--- src/rtl/pipe_stage_buf.sv ---
// Generic inter-stage pipeline buffer: opaque payload plus control bits under a
// valid/ready handshake, with stall, flush and bubble control zeroing.
// Build option: define PIPE_SKID_EN for a 2-entry skid buffer with registered
// in_ready; otherwise a single entry with in_ready combinational from out_ready.
module pipe_stage_buf #(
  parameter int unsigned DATA_W = 256,
  parameter int unsigned CTRL_W = 8
) (
  input  logic              clk,
  input  logic              reset,
  input  logic              flush,
  input  logic              in_valid,
  output logic              in_ready,
  input  logic [CTRL_W-1:0] in_ctrl,
  input  logic [DATA_W-1:0] in_data,
  output logic              out_valid,
  input  logic              out_ready,
  output logic [CTRL_W-1:0] out_ctrl,
  output logic [DATA_W-1:0] out_data,
  output logic [1:0]        occupancy
);

`ifdef PIPE_SKID_EN
  typedef enum logic [1:0] {
    ST_EMPTY = 2'd0,
    ST_ONE   = 2'd1,
    ST_TWO   = 2'd2
  } state_t;
`else
  typedef enum logic [1:0] {
    ST_EMPTY = 2'd0,
    ST_ONE   = 2'd1
  } state_t;
`endif

  state_t              r_state;
  state_t              w_state_nxt;
  logic                r_out_valid;
  logic [CTRL_W-1:0]   r_out_ctrl;
  logic [DATA_W-1:0]   r_out_data;
  logic                w_in_xfer;
  logic                w_out_xfer;
  logic                w_load_out_in;
  logic                w_load_out_skid;
  logic                w_load_skid;

`ifdef PIPE_SKID_EN
  logic [CTRL_W-1:0]   r_skid_ctrl;
  logic [DATA_W-1:0]   r_skid_data;
  logic                r_in_ready;
`endif

  assign w_in_xfer  = in_valid && in_ready;
  assign w_out_xfer = r_out_valid && out_ready;

  // Next-state and register-load decisions; flush overrides everything.
  always_comb begin
    w_state_nxt     = r_state;
    w_load_out_in   = 1'b0;
    w_load_out_skid = 1'b0;
    w_load_skid     = 1'b0;
    case (r_state)
      ST_EMPTY: begin
        if (w_in_xfer) begin
          w_state_nxt   = ST_ONE;
          w_load_out_in = 1'b1;
        end
      end
      ST_ONE: begin
        if (w_in_xfer && w_out_xfer) begin
          w_load_out_in = 1'b1;
`ifdef PIPE_SKID_EN
        end else if (w_in_xfer) begin
          w_state_nxt = ST_TWO;
          w_load_skid = 1'b1;
`endif
        end else if (w_out_xfer) begin
          w_state_nxt = ST_EMPTY;
        end
      end
`ifdef PIPE_SKID_EN
      ST_TWO: begin
        if (w_out_xfer) begin
          w_state_nxt     = ST_ONE;
          w_load_out_skid = 1'b1;
        end
      end
`endif
      default: w_state_nxt = ST_EMPTY;
    endcase
    if (flush) begin
      w_state_nxt     = ST_EMPTY;
      w_load_out_in   = 1'b0;
      w_load_out_skid = 1'b0;
      w_load_skid     = 1'b0;
    end
  end

  // State register.
  always_ff @(posedge clk or posedge reset) begin
    if (reset) r_state <= ST_EMPTY;
    else       r_state <= w_state_nxt;
  end

  // Output entry: valid follows occupancy, ctrl zeroed whenever no entry is held,
  // data only changes when a new entry is loaded.
  always_ff @(posedge clk or posedge reset) begin
    if (reset) begin
      r_out_valid <= 1'b0;
      r_out_ctrl  <= '0;
      r_out_data  <= '0;
    end else begin
      r_out_valid <= (w_state_nxt != ST_EMPTY);
      if (w_load_out_in) begin
        r_out_ctrl <= in_ctrl;
        r_out_data <= in_data;
`ifdef PIPE_SKID_EN
      end else if (w_load_out_skid) begin
        r_out_ctrl <= r_skid_ctrl;
        r_out_data <= r_skid_data;
`endif
      end else if (w_state_nxt == ST_EMPTY) begin
        r_out_ctrl <= '0;
      end
    end
  end

`ifdef PIPE_SKID_EN
  // Skid entry catches the word accepted during a downstream stall.
  always_ff @(posedge clk or posedge reset) begin
    if (reset) begin
      r_skid_ctrl <= '0;
      r_skid_data <= '0;
    end else if (w_load_skid) begin
      r_skid_ctrl <= in_ctrl;
      r_skid_data <= in_data;
    end
  end

  // Registered upstream ready: low only while both entries are held.
  always_ff @(posedge clk or posedge reset) begin
    if (reset) r_in_ready <= 1'b1;
    else       r_in_ready <= (w_state_nxt != ST_TWO);
  end

  assign in_ready = r_in_ready;
`else
  // Single entry can accept when empty or when it drains this same cycle.
  assign in_ready = (r_state == ST_EMPTY) || out_ready;

  // Load-from-skid path does not exist without the skid entry.
  logic w_unused;
  assign w_unused = w_load_out_skid | w_load_skid;
`endif

  assign out_valid = r_out_valid;
  assign out_ctrl  = r_out_ctrl & {CTRL_W{r_out_valid}};
  assign out_data  = r_out_data;
  assign occupancy = 2'(r_state);

endmodule

--- config.mk ---
export PLATFORM = sky130hd
export DESIGN_NAME = pipe_stage_buf
export DESIGN_NICKNAME = d
export VERILOG_FILES = /design/src/rtl/pipe_stage_buf.sv
export SDC_FILE = /design/constraint.sdc
export NUM_CORES = 1
export LEC_CHECK = 0
export BUFFER_PORTS_ARGS = -buffer_cell sky130_fd_sc_hd__buf_2
export CAP_MARGIN = 20
export CORE_AREA = 2 2 211 213
export CTS_CLUSTER_SIZE = 20
export DETAILED_ROUTE_END_ITERATION = 12
export DIE_AREA = 0 0 213 215
export MAX_ROUTING_LAYER = met4
export SLEW_MARGIN = 20
export SYNTH_ARGS = -nofsm -noshare
export SYNTH_HDL_FRONTEND = slang
export SYNTH_SLANG_ARGS = --single-unit
--- constraint.sdc ---
create_clock -name clk -period 19 [get_ports clk]
set_input_delay 2.85 -clock clk [delete_from_list [all_inputs] [get_ports clk]]
set_output_delay 2.85 -clock clk [all_outputs]
set_load 0.005 [all_outputs]
# == Word level (Yosys, flattened, before mapping) ==
# Index checks and enable logic that the tools add are counted.
# word_totals
ff_bits,267
output_inout_bits,268
in_bits,269
# classes
mux,11
n_bitwise,1
reduce_logical,8
n_eq_ne,1
# op_table
operator,n
8-bit 2-to-1 mux,2
8-bit bitwise AND,1
2-bit 2-to-1 mux,4
2-bit logical NOT,2
2-bit case mux with 2 select lines,1
2-bit nonzero test,2
1-bit logical AND,3
1-bit 2-to-1 mux,3
2-bit by 1-bit == test with 1-bit output (second input constant),1
1-bit case mux with 2 select lines,1
1-bit logical OR,1

# == Logic depth before layout (Yosys ltp) ==
# Gate-level depths: netlist of the first run.
# logic_depth
word_depth,10
ltp_mapped,6
ltp_nobuf,3

# == Worst setup path after synthesis of the first run ==
# Ideal clock, no wire load.
# synth_path
path_type,input to output
start,in out_ready
end,out in_ready
cell_stages,1
required_ps,16150
setup_slack_ps,13157
arrival_ps,2993
cell_sequence,o21bai_1
# synth_between
elab_chain_len,1
# synth_rtl
item,line_no,rtl
"start, declared",17,"input logic out_ready,"
1-bit logical OR,149,assign in_ready = (r_state == ST_EMPTY) || out_ready;
"end, declared",13,"output logic in_ready,"
# Every way passes these cells.

# == Worst setup path after layout of the first run ==
# Same ends and word-level chain as after synthesis.

==> summary.md, run 1 <==
| Metric | Value |
|---|---|
| Flop-to-flop setup slack | 15.01 ns |
| Total GRT Usage | 12.0% |
| Number of fillers in the final layout | 4261 |
| Part of the Yosys area used for sequential elements | 59.6% |
| Average routed wire per standard cell | 16.4 µm |
| Number of standard-cell rows in the floorplan | 77 |
| Slew @ Worst Pin | 1.05 ns |
| CTS root buf | sky130_fd_sc_hd__clkbuf_16 |
| Share of cells above drive strength 1 | 73.5% |
| DRC viols | 0 |
| Startpoint of the tightest hold check path | out_data[109] |
| Via density per instance | 3.95 |
| Max clock buf depth | 3 |
| Rel. slew slack | 29.9% |
| Post-CTS setup buffer count | 0 |
| Placed insts | 1684 |
| Post-synthesis register bit count | 267 |
| Hold Path Sink | out_data[109] |
| Final worst clock skew | 0.00905 ns |
| Remaining global-route overflow | 0 |
| Endpoint class of the critical path | output pin |
| CTS Hold Bufs | 0 |
| Total half-perimeter wirelength after legalization and detailed placement | 21.1 mm |
| H-tree depth | 1 |
| Post-route insts no fill | 1739 |
| Path depth of the worst reg2reg path | 5 |
| Endpoint arrival time on the critical path | 3.28 ns |
| Crit Path Category | in2out |
| Width of the die | 213 µm |
| Portion of synthesized cell area occupied by the leading cell type | 59.6% |
| Clock latency reported for the late side of the worst-skew pair | 0.55 ns |
| Wirelength, routed | 28.6 mm |
| Final clock period utilization by the worst path | 32.3% |
| Total power consumption of the routed design | 0.00171 W |
| Sum Neg Setup Slack | 0 ns |
| Critical path launch point type | input pin |
| Average cell area after synthesis | 19.4 µm² |
| Chip height | 215 µm |
| Yosys warns | 0 |
| RR Endpoint | out_data[89] |
| Worst IR Drop VDD | 62.1 µV |
| Power density cells | 113 nW/µm² |
| Vias post-DR | 6876 |
| I/O pins | 537 |
| Max-capacitance violation count | 0 |
| Count of buffers inserted at the top-level ports | 536 |
| CTS tree | yes |
| Path class of the lowest-slack min-delay path | reg2reg |
| Largest stage delay on the critical path | 0.17 ns |
| Wire length of the first global-routing pass | 42.2 mm |
| Req. time, crit path | 16.15 ns |
| Post-layout instance area | 15200 µm² |
| Number of resized instances in the post-cts repair step | 0 |
| Cell chain of the critical path | buf_2, o21bai_1, buf_2 |
| DP Area | 14200 µm² |
| Peak clock frequency supported by timing | 0.163 GHz |
| Initial antenna violation count | 3 |
| Minimum clock period after layout | 6.13 ns |
| Clock input transition at the sequential cells of the worst setup and hold paths | 0.05 ns |
| Number of cells traversed by the worst hold path | 1 |
| Unrepaired setup endpoints after global routing | no |
| Final-report setup violation count | 0 |
| Number of routed nets with antenna violations | 0 |
| Number of distinct library cells after synthesis | 15 |
| Via count of the first global-routing pass | 7307 |
| Leakage power | 7.72 nW |
| Worst flop-to-flop path startpoint | out_valid |
| Placeable core region | 43600 µm² |
| Cell count after synthesis | 579 |
| Final number of hold-violating endpoints | 0 |
| Post-Synthesis Net Count | 848 |
| DRC marker count from the first detailed-route iteration | 379 |
| Number of slew-limit violations in the final report | 0 |
| Clk sinks | 267 |
| Largest cells by area after synthesis | sky130_fd_sc_hd__dfrtp_1, sky130_fd_sc_hd__mux2_4, sky130_fd_sc_hd__buf_12, sky130_fd_sc_hd__buf_6, sky130_fd_sc_hd__a22o_1 |
| Final weighted congestion in routability-driven placement | 0.781 |
| Most numerous cell on the critical path | sky130_fd_sc_hd__buf_2 |
| Run status | finished clean |
| Leading area contributor after synthesis | sky130_fd_sc_hd__dfrtp_1 |
| Syn-to-layout area delta | 35.1% |
| Cell area after synthesis | 11200 µm² |
| Area enclosed by the die boundary | 45800 µm² |
| Final Net Count | 1393 |
| Number of buffers inserted during clock tree synthesis | 30 |
| CP max FO | 2 |
| Number of detailed-route iterations in the first pass | 3 |
| Worst hold margin | 0.494 ns |
| Starting density of the core | 25.7% |
| Critical-path top delay cell | sky130_fd_sc_hd__o21bai_1 |
| Largest net degree at the start of global routing | 76 |
==> cell type report <==
class	instances	area (µm²)	area share (%)
flip-flops and latches	267	6680	44.1
multi-input cells	280	4010	26.4
repair buffers	543	2740	18.0
clock buffers	45	888	5.86
well taps	592	741	4.89
clock inverters	7	85.1	0.561
inverters	2	15.0	0.0991
diodes	3	7.51	0.0495
==> worst max-delay path by stage <==
stage                    end  slack (ns)  cells after the start  startpoint
3_3_place_gp    out_data[94]       12.64                      6       flush
5_1_grt             in_ready       12.86                      3   out_ready
6_report            in_ready       12.87                      3   out_ready
3_5_place_dp   out_data[223]       12.59                      6   out_ready
2_1_floorplan   occupancy[0]        8.80                      1       reset
4_1_cts             in_ready       12.87                      3   out_ready
==> state kept, by name, indices dropped and copies added (netlist names) <==
name	flops
out_valid	1
occupancy	2
r_out_ctrl	8
out_data	256
==> where the power goes <==
part / switching [W] / internal, W
sequential: 0.0000712 / 0.000687
clock: 0.000226 / 0.000346
combinational: 0.000133 / 0.000251
==> per-layer routing <==
layer,global-route usage [%],up-vias,part of all wire (%)
li1,-,3118,-
met1,14.0,3377,40
met2,20.2,336,49
met3,3.05,45,8.7
met4,3.85,0,2.3
met5,-,-,0
==> cells in the mapped netlist <==
master and number:
sky130_fd_sc_hd__conb_1 1, sky130_fd_sc_hd__a21boi_1 2, sky130_fd_sc_hd__mux2_4 252, sky130_fd_sc_hd__nor2_1 1, sky130_fd_sc_hd__a21bo_1 1, sky130_fd_sc_hd__o21bai_1 1
sky130_fd_sc_hd__inv_1 2, sky130_fd_sc_hd__dfrtp_1 267, sky130_fd_sc_hd__buf_6 8, sky130_fd_sc_hd__nor3_1 1, sky130_fd_sc_hd__and3_1 1, sky130_fd_sc_hd__a22o_1 8
sky130_fd_sc_hd__mux2_1 4, sky130_fd_sc_hd__and2_1 8, sky130_fd_sc_hd__buf_12 22
==> critical path: cells and delay by family <==
| kind | cells | cell delay (ns) |
|---|---|---|
| buffers and inverters | 2 | 0.27 |
| AOI/OAI and AO/OA | 1 | 0.17 |
==> per-stage QoR <==
stage | setup WS [ns] | util [%]
final | 12.87 | 34.7
after detailed placement | 12.59 | 32.5
after floorplan | 8.80 | -
after global routing | 12.86 | 34.7
after global placement | 12.64 | 32.5
after CTS | 12.87 | 34.7
==> logic make-up (layout without fill, tap and decap cells) <==
logic type	count (synthesis)	in the layout	synth area share [%]
flops	267	267	59.6
simple gates	11	11	0.580
buf+inv	32	597	4.80
mux	256	256	34.1
other cells	1	4	0.0334
compound gates	12	12	0.914
==> placed cells by master (no fill, tap or decap), drive strengths merged <==
master	count
mux2	256
conb	1
a21boi	2
dfrtp	267
bufinv	2
and2	8
nor2	1
a22o	8
inv	2
and3	1
nor3	1
diode	3
clkbuf	45
a21bo	1
clkinv	5
o21bai	1
buf	543
(Power assumes the default switching activity.)
==> run 2, diff against run 1 <==
==> constraint.sdc (replaced) <==
create_clock -name clk -period 5.4 [get_ports clk]
set_input_delay 0.81 -clock clk [delete_from_list [all_inputs] [get_ports clk]]
set_output_delay 0.81 -clock clk [all_outputs]
set_load 0.005 [all_outputs]
==> run 2 against run 1 <==
Die area unchanged. Cell area is 0.60% higher. Via count increased by 0.92%.
==> summary.md, run 2 (synthesis results as in run 1) <==
| Metric | Value |
|---|---|
| Wire length of the first global-routing pass | 43.7 mm |
| Number of slew-limit violations in the final report | 0 |
| Final clock period utilization by the worst path | 47.4% |
| Via density per instance | 3.98 |
| Endpoint class of the critical path | flop |
| Most frequent cells in the layout | sky130_fd_sc_hd__buf_2, sky130_fd_sc_hd__dfrtp_1, sky130_fd_sc_hd__mux2_4 |
| Crit Path Category | reg2reg |
| Number of flip-flops under the largest register name | 256 |
| Last element of the critical path | out_data[242] |
| Number of standard-cell rows in the floorplan | 77 |
| Max-capacitance violation count | 0 |
| Clock input transition at the sequential cells of the worst setup and hold paths | 0.06 ns |
| Total power consumption of the routed design | 0.00603 W |
| Placed insts | 1688 |
| Cell family with the largest share of critical-path delay | simple AND/OR/NAND/NOR gates |
| Grt peak-use layer | met2 |
| Syn-to-layout area delta | 35.9% |
| Peak clock frequency supported by timing | 0.390 GHz |
| CTS root buf | sky130_fd_sc_hd__clkbuf_16 |
| Share of cells above drive strength 1 | 73.9% |
| Worst IR Drop VDD | 215 µV |
| Worst flop-to-flop path startpoint | out_valid |
| Largest stage delay on the critical path | 0.79 ns |
| Chip height | 215 µm |
| Initial antenna violation count | 2 |
| Max clock buf depth | 3 |
| Final-report setup violation count | 0 |
| Final weighted congestion in routability-driven placement | 0.801 |
| Post-CTS setup buffer count | 0 |
| Wirelength, routed | 29.4 mm |
| H-tree depth | 1 |
| Clk sinks | 267 |
| Path depth of the worst reg2reg path | 4 |
| Met2 usage | 21.8% |
| Final number of hold-violating endpoints | 0 |
| Placeable core region | 43600 µm² |
| CTS Hold Bufs | 0 |
| CP max FO | 64 |
| Largest net degree at the start of global routing | 152 |
| Leakage power | 7.76 nW |
| Count of buffers inserted at the top-level ports | 536 |
| I/O pins | 537 |
| Unrepaired setup endpoints after global routing | no |
| Flop-to-flop setup slack | 2.84 ns |
| Number of detailed-route iterations in the first pass | 4 |
| Critical Path Source | out_valid |
| Most common cell after layout, fill and taps aside | sky130_fd_sc_hd__buf_2 |
| Met3 Resource Use GR | 3.73% |
| Buffers plus inverters on the worst setup path | 1 |
| Number of routed nets with antenna violations | 0 |
| Endpoint arrival time on the critical path | 3.01 ns |
| Number of buffers inserted during clock tree synthesis | 30 |
| Slew @ Worst Pin | 0.961 ns |
| Remaining global-route overflow | 0 |
| Met1 GRT Util | 14.1% |
| Clock latency reported for the late side of the worst-skew pair | 0.56 ns |
| Cell chain of the critical path | a21bo_1, and3_4, buf_12, mux2_4 |
| Area enclosed by the die boundary | 45800 µm² |
| Run status | finished clean |
| DP Area | 14300 µm² |
| Total GRT Usage | 12.6% |
| Power density cells | 395 nW/µm² |
| Post-layout instance area | 15200 µm² |
| Req. time, crit path | 5.85 ns |
| Post-route insts no fill | 1743 |
| Path class of the lowest-slack min-delay path | in2async |
| Width of the die | 213 µm |
| Average routed wire per standard cell | 16.9 µm |
| Starting density of the core | 25.7% |
| Number of resized instances in the post-cts repair step | 0 |
| Critical-path top delay cell | sky130_fd_sc_hd__and3_4 |
| RR Endpoint | out_data[242] |
| Total half-perimeter wirelength after legalization and detailed placement | 21.6 mm |
| Final Net Count | 1397 |
| Critical path launch point type | flop |
| DRC viols | 0 |
| Final worst clock skew | 0.0179 ns |
| Worst hold margin | 0.123 ns |
| Crit path depth | 4 |
| Minimum clock period after layout | 2.56 ns |
| Via count of the first global-routing pass | 7465 |
| DRC marker count from the first detailed-route iteration | 261 |
| Sum Neg Setup Slack | 0 ns |
| Vias post-DR | 6939 |
| CTS tree | yes |
| Rel. slew slack | 35.4% |
==> run 2: changes by cell type in the layout (fill, tap and decap cells not counted) <==
cell / before / now
sky130_fd_sc_hd__clkinv_2: 5 / 8
sky130_fd_sc_hd__diode_2: 3 / 2
sky130_fd_sc_hd__clkbuf_1: 8 / 5
sky130_fd_sc_hd__buf_4: 7 / 6
sky130_fd_sc_hd__clkinvlp_4: 0 / 3
sky130_fd_sc_hd__inv_8: 1 / 0
sky130_fd_sc_hd__buf_12: 0 / 5
sky130_fd_sc_hd__clkbuf_8: 6 / 5
==> run 2: worst register-to-register path, stage by stage, from the launching register on <==
cell                      delay (ns)
sky130_fd_sc_hd__dfrtp_1        0.51
sky130_fd_sc_hd__a21bo_1        0.22
sky130_fd_sc_hd__and3_4         0.79
sky130_fd_sc_hd__buf_12         0.46
sky130_fd_sc_hd__mux2_4         0.47
==> run 2: metrics by stage <==
step                util (%)  worst slack, ns
floorplan                  -             1.06
global placement        32.7             2.46
detailed placement      32.7             2.43
CTS                     34.9             2.81
global route            34.9             2.70
finish                  34.9             2.84
==> run 2: area by class of cell <==
class	instances	area (µm²)
Fill cell	4291	28400
Inverter	2	11.3
Sequential cell	267	6680
Timing Repair Buffer	547	2830
Antenna cell	2	5.00
Clock buffer	41	863
Tap cell	592	741
Clock inverter	12	115
Multi-Input combinational cell	280	4010
==> run 2: worst min path at each step <==
stage / start / cells past startpoint / endpoint
after detailed placement: r_out_ctrl[3] / 1 / r_out_ctrl[3]
after global placement: out_data[108] / 1 / out_data[108]
after floorplan: r_out_ctrl[0] / 1 / r_out_ctrl[0]
after CTS: reset / 2 / out_data[252]
final: reset / 2 / out_data[252]
after global routing: reset / 2 / out_data[252]
==> run 2: power by group <==
| group | switching (W) | internal [W] |
|---|---|---|
| sequential | 0.000245 | 0.00242 |
| combinational | 0.000465 | 0.000885 |
| clock | 0.000814 | 0.00120 |
==> run 2: per-layer routing <==
| metal | wire (µm) | up-vias |
|---|---|---|
| li1 | - | 3121 |
| met1 | 11500 | 3468 |
| met2 | 14700 | 322 |
| met3 | 2730 | 28 |
| met4 | 497 | 0 |
| met5 | 0 | - |
==> run 3, diff against run 2 <==
==> constraint.sdc (replaced) <==
create_clock -name clk -period 2.1 [get_ports clk]
set_input_delay 0.315 -clock clk [delete_from_list [all_inputs] [get_ports clk]]
set_output_delay 0.315 -clock clk [all_outputs]
set_load 0.005 [all_outputs]
==> run 3 against run 2 <==
Utilization increased by 6.1 points. Critical path depth unchanged. Cell area increased by 17%. Worst setup slack got worse by 2.6 ns. Highest routed layer unchanged.
==> summary.md, run 3 (synthesis results as in run 1) <==
| Metric | Value |
|---|---|
| Run status | finished clean |
| Power density cells | 877 nW/µm² |
| Final Util | 41.0% |
| Leakage power | 8.89 nW |
| Initial antenna violation count | 1 |
| Share of cells above drive strength 1 | 60.9% |
| Critical path launch point type | flop |
| Width of the die | 213 µm |
| Minimum clock period after layout | 1.86 ns |
| Starting density of the core | 25.7% |
| Worst flop-to-flop path startpoint | occupancy[0] |
| Count of buffers inserted at the top-level ports | 536 |
| Average routed wire per standard cell | 17.0 µm |
| Vias post-DR | 8142 |
| DRC viols | 0 |
| Path depth of the worst reg2reg path | 4 |
| Wire length of the first global-routing pass | 51.9 mm |
| Post-CTS setup buffer count | 0 |
| Number of standard-cell rows in the floorplan | 77 |
| Combinational share of power | 25.4% |
| Via count of the first global-routing pass | 9496 |
| Part of the total power dissipated in sequential elements | 43.7% |
| Final Net Count | 1667 |
| Most frequent cells in the layout | sky130_fd_sc_hd__buf_2, sky130_fd_sc_hd__dfrtp_1, sky130_fd_sc_hd__dlygate4sd3_1 |
| Flop-to-flop setup slack | 0.24 ns |
| Number of resized instances in the post-cts repair step | 0 |
| CTS Hold Bufs | 252 |
| Clk sinks | 267 |
| Max clock buf depth | 3 |
| Worst Setup Slack post-DPL | 0.259 ns |
| Area enclosed by the die boundary | 45800 µm² |
| I/O pins | 537 |
| CTS root buf | sky130_fd_sc_hd__clkbuf_16 |
| Via density per instance | 4.05 |
| Crit Path Category | reg2reg |
| Final number of hold-violating endpoints | 0 |
| DRC marker count from the first detailed-route iteration | 346 |
| Switching pwr | 0.00408 W |
| Total GRT Usage | 14.8% |
| RR Endpoint | out_data[109] |
| Number of slew-limit violations in the final report | 0 |
| Endpoint class of the critical path | flop |
| Req. time, crit path | 2.53 ns |
| H-tree depth | 1 |
| Worst IR Drop VDD | 625 µV |
| Startpoint of the tightest hold check path | in_data[109] |
| Unrepaired setup endpoints after global routing | no |
| Proportion of power drawn by the clock network | 30.9% |
| Number of flip-flops under the largest register name | 256 |
| Final-report setup violation count | 0 |
| Clock input transition at the sequential cells of the worst setup and hold paths | 0.06 ns |
| Switching part of the total power | 26.0% |
| Hold Path Sink | out_data[109] |
| Final weighted congestion in routability-driven placement | 0.794 |
| Peak clock frequency supported by timing | 0.539 GHz |
| Number of detailed-route iterations in the first pass | 4 |
| Minimum setup slack in the final design | 0.244 ns |
| CTS tree | yes |
| Placeable core region | 43600 µm² |
| Slew @ Worst Pin | 0.618 ns |
| Number of cells traversed by the worst hold path | 2 |
| Rel. slew slack | 58.8% |
| Number of routed nets with antenna violations | 0 |
| Final clock period utilization by the worst path | 88.4% |
| CP max FO | 32 |
| Internal Dissipation | 0.0116 W |
| Max-capacitance violation count | 0 |
| Final worst clock skew | 0.00667 ns |
| Endpoint arrival time on the critical path | 2.28 ns |
| Chip height | 215 µm |
| Wirelength, routed | 34.2 mm |
| Total half-perimeter wirelength after legalization and detailed placement | 22.4 mm |
| Number of buffers inserted during clock tree synthesis | 29 |
| Syn-to-layout area delta | 59.6% |
| Most common cell after layout, fill and taps aside | sky130_fd_sc_hd__buf_2 |
| Path class of the lowest-slack min-delay path | in2reg |
| Largest net degree at the start of global routing | 102 |
| Clock latency reported for the late side of the worst-skew pair | 0.55 ns |
| Remaining global-route overflow | 0 |
==> run 3: cell count changes in the layout (fill, tap and decap cells not counted), sizes merged <==
cell | previous run | this run
dlygate4sd3 | 0 | 253
buf | 547 | 565
bufinv | 2 | 0
clkbuf | 41 | 43
clkinv | 8 | 6
clkinvlp | 3 | 2
diode | 2 | 1
==> run 3: worst max-delay path: stages, from the launching register on <==
cell                      delay [ns]
sky130_fd_sc_hd__dfrtp_1        0.39
sky130_fd_sc_hd__a21bo_1        0.24
sky130_fd_sc_hd__and3_4         0.24
sky130_fd_sc_hd__buf_4          0.48
sky130_fd_sc_hd__mux2_1         0.38
==> run 3: cell type report <==
class                           count  area, µm²
Antenna cell                        1       2.50
Fill cell                        3930      25700
Multi-Input combinational cell    280       4010
Timing Repair Buffer              818       5570
Tap cell                          592        741
Clock buffer                       43        858
Sequential cell                   267       6680
Inverter                            2       11.3
Clock inverter                      7       37.5
==> run 3: layer usage <==
metal	routed length, µm	global-route usage, %	up-vias
met2	17400	26.5	377
met3	2600	3.43	81
met4	1310	6.20	0
li1	-	-	3664
met1	13000	15.4	4020
met5	0	-	-
==> run 3: how the worst max path moves through the flow <==
| stage | startpoint | slack (ns) | depth (start not counted) | endpoint |
|---|---|---|---|---|
| 2_1_floorplan | reset | -1.74 | 1 | occupancy[0] |
| 4_1_cts | occupancy[0] | 0.24 | 4 | out_data[109] |
| 3_5_place_dp | occupancy[0] | 0.26 | 4 | out_data[109] |
| 3_3_place_gp | flush | 0.28 | 5 | out_data[111] |
| 5_1_grt | occupancy[1] | 0.13 | 4 | out_data[109] |
| 6_report | occupancy[0] | 0.24 | 4 | out_data[109] |
==> run 3: power by group through the flow <==
stage	clock (W)	sequential [W]	combinational [W]
floorplan	0	0.00694	0.00181
global placement	0	0.00689	0.00353
detailed placement	0	0.00689	0.00359
CTS	0.00501	0.00684	0.00398
global route	0.00526	0.00698	0.00427
finish	0.00486	0.00686	0.00399
==> run 3: stage by stage <==
stage          std cells  cell area, µm²  hold WS [ns]  total power [W]  TNS, ns
2_1_floorplan        579           11200         0.450          0.00874  -464.71
3_3_place_gp        1706           14500         0.346           0.0104        0
3_5_place_dp        1706           14500         0.360           0.0105        0
4_1_cts             2008           17900       0.00248           0.0158        0
5_1_grt             2010           17900       0.00225           0.0165        0
6_report            2010           17900        0.0318           0.0157        0
